==> src/rtl/bus_dev_pkg.sv <==
// Shared definitions for the bus device port: address field helpers,
// the default broadcast address and the saturating counter step.
package bus_dev_pkg;

   localparam int DEST_W      = 8;
   localparam int MAX_PCKG_SZ = 64;

   localparam logic [DEST_W-1:0] BROADCAST = 8'hFF;

   // Destination address lives in the top DEST_W bits of the packet.
   function automatic logic [DEST_W-1:0] dest_of(input logic [MAX_PCKG_SZ-1:0] pkt,
                                                 input int unsigned            pckg_sz);
      return DEST_W'(pkt >> (pckg_sz - DEST_W));
   endfunction

   // Counters stick at all-ones instead of wrapping back to zero.
   function automatic logic [7:0] sat_inc(input logic [7:0] v);
      return (v == 8'hFF) ? v : v + 8'd1;
   endfunction

endpackage

==> src/rtl/bus_sync_fifo.sv <==
// First-word fall-through synchronous FIFO with occupancy count.
// A write while full is still taken when a read retires the head in
// the same cycle; reads on an empty FIFO are ignored.
module bus_sync_fifo #(
   parameter int width = 16,
   parameter int depth = 8
) (
   input  logic                     clk,
   input  logic                     reset,
   input  logic                     wr_en,
   input  logic [width-1:0]         wr_data,
   input  logic                     rd_en,
   output logic [width-1:0]         rd_data,
   output logic                     full,
   output logic                     empty,
   output logic [$clog2(depth):0]   count
);

   localparam int AW = $clog2(depth);
   localparam int CW = AW + 1;

   logic [width-1:0] mem_q [depth];
   logic [AW-1:0]    wr_ptr_q, wr_ptr_d;
   logic [AW-1:0]    rd_ptr_q, rd_ptr_d;
   logic [CW-1:0]    count_q, count_d;
   logic             wr_ok, rd_ok;

   assign full    = (count_q == CW'(depth));
   assign empty   = (count_q == '0);
   assign count   = count_q;
   assign rd_ok   = rd_en && !empty;
   assign wr_ok   = wr_en && (!full || rd_ok);
   // Head is shown straight from storage; forced to zero when nothing is held.
   assign rd_data = empty ? '0 : mem_q[rd_ptr_q];

   // Next pointer and occupancy values from the accepted read/write strobes.
   always_comb begin
      wr_ptr_d = wr_ptr_q;
      rd_ptr_d = rd_ptr_q;
      count_d  = count_q;
      if (wr_ok) wr_ptr_d = wr_ptr_q + AW'(1);
      if (rd_ok) rd_ptr_d = rd_ptr_q + AW'(1);
      case ({wr_ok, rd_ok})
         2'b10:   count_d = count_q + CW'(1);
         2'b01:   count_d = count_q - CW'(1);
         default: count_d = count_q;
      endcase
   end

   // Pointer and count registers; reset empties the FIFO.
   always_ff @(posedge clk) begin
      if (!reset) begin
         wr_ptr_q <= '0;
         rd_ptr_q <= '0;
         count_q  <= '0;
      end else begin
         wr_ptr_q <= wr_ptr_d;
         rd_ptr_q <= rd_ptr_d;
         count_q  <= count_d;
      end
   end

   // Storage write; contents need no reset since occupancy gates the output.
   always_ff @(posedge clk) begin
      if (reset && wr_ok) mem_q[wr_ptr_q] <= wr_data;
   end

endmodule

==> src/rtl/bus_device_port.sv <==
// Device endpoint for the bus arbiter: TX FIFO feeding pndng/D_pop,
// RX FIFO behind a destination filter, plus saturating drop counters.
module bus_device_port
   import bus_dev_pkg::*;
#(
   parameter int          pckg_sz   = 16,
   parameter int          deep_fifo = 8,
   parameter logic [7:0]  id        = 8'd0,
   parameter logic [7:0]  broadcast = BROADCAST
) (
   input  logic               clk,
   input  logic               reset,
   input  logic               tx_push,
   input  logic [pckg_sz-1:0] tx_data,
   output logic               tx_full,
   output logic               pndng,
   output logic [pckg_sz-1:0] D_pop,
   input  logic               pop,
   input  logic               push,
   input  logic [pckg_sz-1:0] D_push,
   output logic               rx_pndng,
   output logic [pckg_sz-1:0] rx_data,
   input  logic               rx_pop,
   output logic [7:0]         tx_ovf_cnt,
   output logic [7:0]         rx_drop_cnt,
   output logic [7:0]         rx_miss_cnt
);

   localparam int CW = $clog2(deep_fifo) + 1;

   logic          tx_full_w, tx_empty_w;
   logic          rx_full_w, rx_empty_w;
   logic [CW-1:0] tx_count_w, rx_count_w;
   logic          unused_count;
   logic [7:0]    rx_dest;
   logic          rx_match;
   logic [7:0]    tx_ovf_q, tx_ovf_d;
   logic [7:0]    rx_drop_q, rx_drop_d;
   logic [7:0]    rx_miss_q, rx_miss_d;

   assign rx_dest  = dest_of(MAX_PCKG_SZ'(D_push), pckg_sz);
   assign rx_match = (rx_dest == id) || (rx_dest == broadcast);

   bus_sync_fifo #(.width(pckg_sz), .depth(deep_fifo)) u_tx_fifo (
      .clk     (clk),
      .reset   (reset),
      .wr_en   (tx_push),
      .wr_data (tx_data),
      .rd_en   (pop),
      .rd_data (D_pop),
      .full    (tx_full_w),
      .empty   (tx_empty_w),
      .count   (tx_count_w)
   );

   bus_sync_fifo #(.width(pckg_sz), .depth(deep_fifo)) u_rx_fifo (
      .clk     (clk),
      .reset   (reset),
      .wr_en   (push && rx_match),
      .wr_data (D_push),
      .rd_en   (rx_pop),
      .rd_data (rx_data),
      .full    (rx_full_w),
      .empty   (rx_empty_w),
      .count   (rx_count_w)
   );

   // Occupancy counts are only observed in simulation; flags cover the logic.
   assign unused_count = ^{tx_count_w, rx_count_w};

   assign tx_full  = tx_full_w;
   assign pndng    = !tx_empty_w;
   assign rx_pndng = !rx_empty_w;

   // Bump the drop/miss counters on the cycle the packet is lost.
   always_comb begin
      tx_ovf_d  = tx_ovf_q;
      rx_drop_d = rx_drop_q;
      rx_miss_d = rx_miss_q;
      if (tx_push && tx_full_w && !pop)           tx_ovf_d  = sat_inc(tx_ovf_q);
      if (push && rx_match && rx_full_w && !rx_pop) rx_drop_d = sat_inc(rx_drop_q);
      if (push && !rx_match)                      rx_miss_d = sat_inc(rx_miss_q);
   end

   // Counter registers, cleared by reset.
   always_ff @(posedge clk) begin
      if (!reset) begin
         tx_ovf_q  <= '0;
         rx_drop_q <= '0;
         rx_miss_q <= '0;
      end else begin
         tx_ovf_q  <= tx_ovf_d;
         rx_drop_q <= rx_drop_d;
         rx_miss_q <= rx_miss_d;
      end
   end

   assign tx_ovf_cnt  = tx_ovf_q;
   assign rx_drop_cnt = rx_drop_q;
   assign rx_miss_cnt = rx_miss_q;

endmodule

==> config.mk <==
export PLATFORM = sky130hd
export DESIGN_NAME = bus_device_port
export DESIGN_NICKNAME = d
export VERILOG_FILES = /design/src/rtl/bus_dev_pkg.sv /design/src/rtl/bus_sync_fifo.sv /design/src/rtl/bus_device_port.sv
export SDC_FILE = /design/constraint.sdc
export NUM_CORES = 1
export LEC_CHECK = 0
export ABC_CLOCK_PERIOD_IN_PS = 4550
export CORE_MARGIN = 1.5
export CORE_UTILIZATION = 25
export CTS_BUF_LIST = sky130_fd_sc_hd__clkbuf_2 sky130_fd_sc_hd__clkbuf_4 sky130_fd_sc_hd__clkbuf_8
export CTS_CLUSTER_SIZE = 10
export DETAILED_ROUTE_END_ITERATION = 8
export GPL_ROUTABILITY_DRIVEN = 0
export PLACE_DENSITY = 0.43
export SYNTH_ARGS = -nofsm -noshare
export SYNTH_HDL_FRONTEND = slang
export SYNTH_SLANG_ARGS = --single-unit
==> constraint.sdc <==
create_clock -name clk -period 4.55 [get_ports clk]
set_input_delay 0.91 -clock clk [delete_from_list [all_inputs] [get_ports clk]]
set_output_delay 0.91 -clock clk [all_outputs]
set_load 0.02 [all_outputs]
==> results.ini, run 1 <==
[floorplanning]
std_cell_rows = 81
ios = 97
dieWidth_microns = 225.5
die_y_microns = 225.5
dieArea_sq_mm = 0.05086
coreArea_sq_mm = 0.04895
initial_core_util = 0.2529

[synthesis]
synth_top_area_share = 0.6210
ys_top_cells_by_count = edfxtp_1 (256), nor2_1 (66), mux4_2 (64)
syn-num-nets = 768
synth_compound_area_frac = 0.03537
synth_edf_count = 256
yosys_warnings = 0
synth-simple-area-share = 0.06974
synth-seq-cells = 306
synth_cell_types = 61
synth.avg_cell_area_sq_um = 17.27
synthAdderAreaFrac = 0.01435
ys_seq_area_frac = 0.7018
synthXorXnorAreaFrac = 0.009197
async_reset_ff_frac = 0
yosysTopAreaCell = edfxtp_1
netlist_area_sq_mm = 0.01238
netlist_top_cells_area = edfxtp_1 (62%), mux4_2 (12%), dfxtp_1 (8.1%)
synth_top_family_by_area = multiplexers
synth_ff_type = edfxtp_1
synth.area.mux_share = 0.1520
yosysMostFrequentCell = edfxtp_1
netlist_instances = 717

[cells_and_area]
area_delta_synth_final_pct = 23.57
fillers = 4800
fin_cells = 1566
nets = 912
antennaDiodeCount = 0
drive_gt1_frac = 0.2361

[setup_path]
critPathRequiredTime_ns = 3.64
start_kind = register
cpMaxStageDelayCell = dfxtp_2
crit_path_cell_trace = buf_12, mux4_2, mux2i_1, nor2_1, clkdlybuf4s50_1
cp_num_buf_inv = 2
crit_path_end_kind = output port
critPathTopFamily = buffers and inverters
cp_max_fo = 18
crit_arrival_ns = 2.98
path_class = register to output port
critPathMaxStageDelay_ns = 0.71

[pwr]
p_int_mw = 5.159
p_per_area_mw_per_mm2 = 470.1
switchingPower_mw = 2.031
swShare = 0.2825
share_comb_of_total_power = 0.219
ir_worst_vdd_v = 0.0002074
share_seq_of_total_power = 0.446
p_clk_frac = 0.335
p_leak_nw = 4.752

[timing]
max-slew-margin-rel = 0.5011
fin_crit_sh = 0.8559
rsz0062_at_grt = false
skew_ns = 0.02346
fin_tns_setup_ns = 0
maxSlewViolCount = 0
hold_viol = 0
min_period_ns = 3.894
tightestPinTransition_ns = 0.7473
setup_viol = 0
max_clock_freq_ghz = 0.2568

[run_status]
outcome = completed

[global_route]
grt_max_degree = 38
overflow = 0
grtUsageTotal = 0.1143
grt_pass1_wl_microns = 43240
antenna_found_initial = 0
grt_pass1_vias = 7080

[clocking]
ctsRootBufferMaster = clkbuf_8
ctsResizeCount = 0
cts-buffers-inserted = 54
hold_buffers = 0
cts_setup_buffers = 0
cts.htree.levels = 2
clockBufferDepth = 3
cts_tree = yes
cts_num_sinks = 306
clkTransAtPathRegs_ns = 0.06
clk_latency_ns = 0.63

[detailed_routing]
drt_iter0_drc = 217
wl_per_cell_microns = 18.15
antenna_left = 0
firstDrtPassIters = 6
via_per_inst = 4.330
drc = 0
routed_wirelength_microns = 28430
via_count = 6780

[hold_path]
hp-class = register to register

[place]
placed_cells = 1469
hpwlAfterDp_microns = 16130
portBuffers = 96

[job]
drv_cap = 0

==> power by group through the flow <==
| stage | clock network, mW | logic [mW] | registers (mW) |
|---|---|---|---|
| floorplan | 0 | 1.02 | 3.21 |
| global placement | 0 | 1.61 | 3.27 |
| detailed placement | 0 | 1.61 | 3.27 |
| CTS | 2.53 | 1.62 | 3.21 |
| global route | 2.65 | 1.71 | 3.22 |
| finish | 2.41 | 1.57 | 3.21 |
==> metrics by stage <==
step	power (mW)	cell area (sq um)	utilization	hold WS, ns	worst slack [ns]
after floorplan	4.233	12380	-	0.4541	0.7755
after global placement	4.882	14280	0.2918	0.4656	0.6649
after detailed placement	4.875	14280	0.2918	0.4812	0.6790
after CTS	7.355	15300	0.3125	0.4831	0.5119
after global routing	7.576	15300	0.3125	0.5188	0.4102
final	7.191	15300	0.3125	0.4861	0.6557
==> sequential cells by signal (all words and copies together) (netlist names), 4 cells and up, named ones only <==
name	count
rx_drop_cnt	8
rx_miss_cnt	8
tx_ovf_cnt	8
u_rx_fifo.count	4
u_rx_fifo.mem_q	128
u_tx_fifo.count	4
u_tx_fifo.mem_q	128
==> cells by family (layout without fill, tap and decap cells) <==
| kind of cell | count (synthesis) | after routing |
|---|---|---|
| flip-flops | 306 | 306 |
| AND/OR/NAND/NOR | 166 | 166 |
| multiplexers | 108 | 108 |
| AO/OA/AOI/OAI | 60 | 60 |
| buffers and inverters | 51 | 236 |
| adder cells (fa/ha/maj) | 13 | 13 |
| XOR/XNOR | 13 | 13 |
==> final timing paths <==
kind                                    startpoint            endpoint  slack (ns)  cells after the start
worst max-delay path                      register            D_pop[3]        0.66                      5
worst min-delay path            u_rx_fifo.count[2]  u_rx_fifo.count[2]        0.49                      2
worst max register to register  u_rx_fifo.count[0]  u_rx_fifo.count[3]        1.86                     12
worst min register to register  u_rx_fifo.count[2]  u_rx_fifo.count[2]        0.49                      2
==> per-layer routing <==
metal,track usage,up-vias,share of wire
met5,0,-,0
met4,0.04460,0,0.025
met3,0.02764,59,0.048
met2,0.1885,151,0.49
met1,0.1443,3446,0.44
li1,-,3124,-
==> placed cells by master (no fill, tap or decap), drive strengths merged, types with 9 or more instances in the layout <==
cell type,count
a21oi,21
buf,26
clkbuf,77
clkdlybuf4s50,96
clkinv,18
dfxtp,50
edfxtp,256
ha,11
inv,18
mux2i,44
mux4,64
nand2,25
nand2b,9
nand3,15
nor2,68
or4,9
xnor2,9
==> cell type report <==
type | count | area [sq um] | share of cell area
flip-flops and latches | 306 | 8691 | 0.5681
clock buffers | 77 | 922.1 | 0.06028
clock inverters | 20 | 91.34 | 0.005971
repair buffers | 122 | 1169 | 0.07639
well taps | 664 | 830.8 | 0.05431
multi-input cells | 360 | 3530 | 0.2307
inverters | 17 | 63.81 | 0.004171
==> worst reg2reg max path: cells and delay by family, from the launching register on <==
kind | cells | cell delay [ns]
AO/OA/AOI/OAI | 3 | 0.45
adder cells (fa/ha/maj) | 1 | 0.26
buffers and inverters | 2 | 0.16
flip-flops | 1 | 0.34
multiplexers | 1 | 0.14
AND/OR/NAND/NOR | 5 | 1.24
Power figures use the tool's default switching activity.
==> inputs of run 2 (changes only) <==
- ABC_CLOCK_PERIOD_IN_PS: 4550 -> 3600
- CTS_BUF_LIST: sky130_fd_sc_hd__clkbuf_2 sky130_fd_sc_hd__clkbuf_4 sky130_fd_sc_hd__clkbuf_8 -> sky130_fd_sc_hd__clkbuf_4 sky130_fd_sc_hd__clkbuf_8 sky130_fd_sc_hd__clkbuf_16
- SLEW_MARGIN: not set -> 0
- clock period: 4.55 -> 3.6 ns (I/O delays scaled with it)
==> run 2 against run 1 <==
Compared with the run above:
- worst setup slack lost 0.37 ns
- clock skew decreased by 0.012 ns
- sequential power increased by 25%
- worst hold slack better by 0.0048 ns
- global-route usage about the same
- sequential cell count unchanged
- die area unchanged
- wire length shrank 0.12%
- core utilization grew 0.41 points
- highest routed layer is now met5
==> results.ini, run 2 (synthesis results as in run 1) <==
[run_status]
outcome = completed

[global_route]
grt_max_degree = 39
grt_pass1_vias = 7005
overflow = 0
grtUsageTotal = 0.1139
grt_pass1_wl_microns = 42930
antenna_found_initial = 1

[timing]
fin_tns_setup_ns = 0
tightestPinTransition_ns = 0.6318
max_clock_freq_ghz = 0.3015
rsz0062_at_grt = false
min_period_ns = 3.317
maxSlewViolCount = 0
max-slew-margin-rel = 0.5776
fin_crit_sh = 0.9213
hold_viol = 0
setup_viol = 0
hold-worst-slack_ns = 0.4909
skew_ns = 0.01190

[floorplanning]
coreArea_sq_mm = 0.04895
std_cell_rows = 81
dieArea_sq_mm = 0.05086
ios = 97
die_y_microns = 225.5
initial_core_util = 0.2529
dieWidth_microns = 225.5

[cells_and_area]
fin_util = 0.3166
antennaDiodeCount = 0
seq_area_sq_mm = 0.008691
fillers = 4785
final_common_cell = edfxtp_1
top_regs = u_rx_fifo.mem_q: 128 flops, u_tx_fifo.mem_q: 128 flops
layout_common_cells = edfxtp_1 (256), clkdlybuf4s50_1 (96), mux4_2 (64), nor2_1 (57), dfxtp_1 (48)
multi_input_area_sq_mm = 0.003530
drive_gt1_frac = 0.2204
fin_area_sq_mm = 0.01550
fin_cells = 1535
nets = 906
area_delta_synth_final_pct = 25.18

[detailed_routing]
wl_per_cell_microns = 18.50
firstDrtPassIters = 4
antenna_left = 0
via_per_inst = 4.308
routed_wirelength_microns = 28390
drc = 0
via_count = 6613
drt_iter0_drc = 345

[hold_path]
whs_path_depth = 2
hp-start = u_rx_fifo.count[2]
hp-class = register to register

[place]
dpl_cell_area_sq_mm = 0.01439
portBuffers = 96
hpwlAfterDp_microns = 16350
placed_cells = 1478

[pwr]
switchingPower_mw = 2.586
ir_worst_vdd_v = 0.0002571
p_leak_nw = 4.811
share_comb_of_total_power = 0.217
p_clk_frac = 0.361
share_seq_of_total_power = 0.421
swShare = 0.2719
p_int_mw = 6.923
p_per_area_mw_per_mm2 = 613.6

[clocking]
cts-buffers-inserted = 39
clockBufferDepth = 3
clkTransAtPathRegs_ns = 0.06
clk_latency_ns = 0.54
cts.htree.levels = 2
hold_buffers = 0
cts_setup_buffers = 0
cts_tree = yes
cts_num_sinks = 306
ctsRootBufferMaster = clkbuf_16
ctsResizeCount = 0

[setup_path]
worstRegToRegCells = 12
crit_path_end_kind = output port
crit_path_cell_trace = buf_12, mux4_2, mux2i_1, nor2_1, clkdlybuf4s50_1
start_kind = register
cpMaxStageDelayCell = clkdlybuf4s50_1
timing.rr.start = u_rx_fifo.count[0]
cp_max_fo = 32
crit_arrival_ns = 2.60
critPathMaxStageDelay_ns = 0.56
path_class = register to output port
critPathRequiredTime_ns = 2.88

[job]
drv_cap = 0

## run 2: cell types whose count changed in the layout (fill, tap and decap cells not counted), moves of 2 or more
cell       previous run  this run
clkbuf_8             55         0
clkbuf_16             0        39
clkbuf_4             22         7
clkinv_1             14         4
buf_4                25        31
buf_12                1         4
clkinv_8              0         2
## run 2: worst max-delay path, delay by kind of cell (launching register included)
kind | cells | cell delay [ns]
buffers and inverters | 2 | 0.82
flip-flops | 1 | 0.33
multiplexers | 2 | 0.76
AND/OR/NAND/NOR | 1 | 0.10
## run 2: power by group through the flow
stage	sequential, mW	clock [mW]	combinational (mW)
4_1_cts	4.00	3.58	2.13
5_1_grt	4.01	3.70	2.25
6_report	4.00	3.44	2.07
3_5_place_dp	4.07	0	2.13
2_1_floorplan	4.06	0	1.29
3_3_place_gp	4.08	0	2.13
## run 2: layout make-up
cell class                      instances  area share
Clock buffer                           46     0.06637
Clock inverter                         11    0.005087
Inverter                               17    0.004118
Multi-Input combinational cell        360      0.2278
Sequential cell                       306      0.5608
Tap cell                              664     0.05361
Timing Repair Buffer                  131     0.08220
## run 2: path summary, 6_finish.rpt
| check | end | slack [ns] |
|---|---|---|
| worst max-delay path | D_pop[7] | 0.28 |
| worst min-delay path | u_rx_fifo.count[2] | 0.49 |
| worst max register to register | u_rx_fifo.count[3] | 0.92 |
| worst min register to register | u_rx_fifo.count[2] | 0.49 |
## run 2: stage by stage
step	power (mW)	setup WS, ns
floorplan	5.350	0.01548
global placement	6.204	0.2776
detailed placement	6.200	0.2567
CTS	9.715	0.2075
global route	9.962	0.1619
finish	9.509	0.2833
## run 2: per-layer routing
layer | wire, microns | part of all wire | global-route usage | vias up
met3 | 1057 | 0.037 | 0.02321 | 52
met2 | 13630 | 0.48 | 0.1885 | 117
met1 | 12960 | 0.46 | 0.1468 | 3347
met5 | 12 | 0.00042 | 0 | -
met4 | 737 | 0.026 | 0.04287 | 2
li1 | - | - | - | 3095
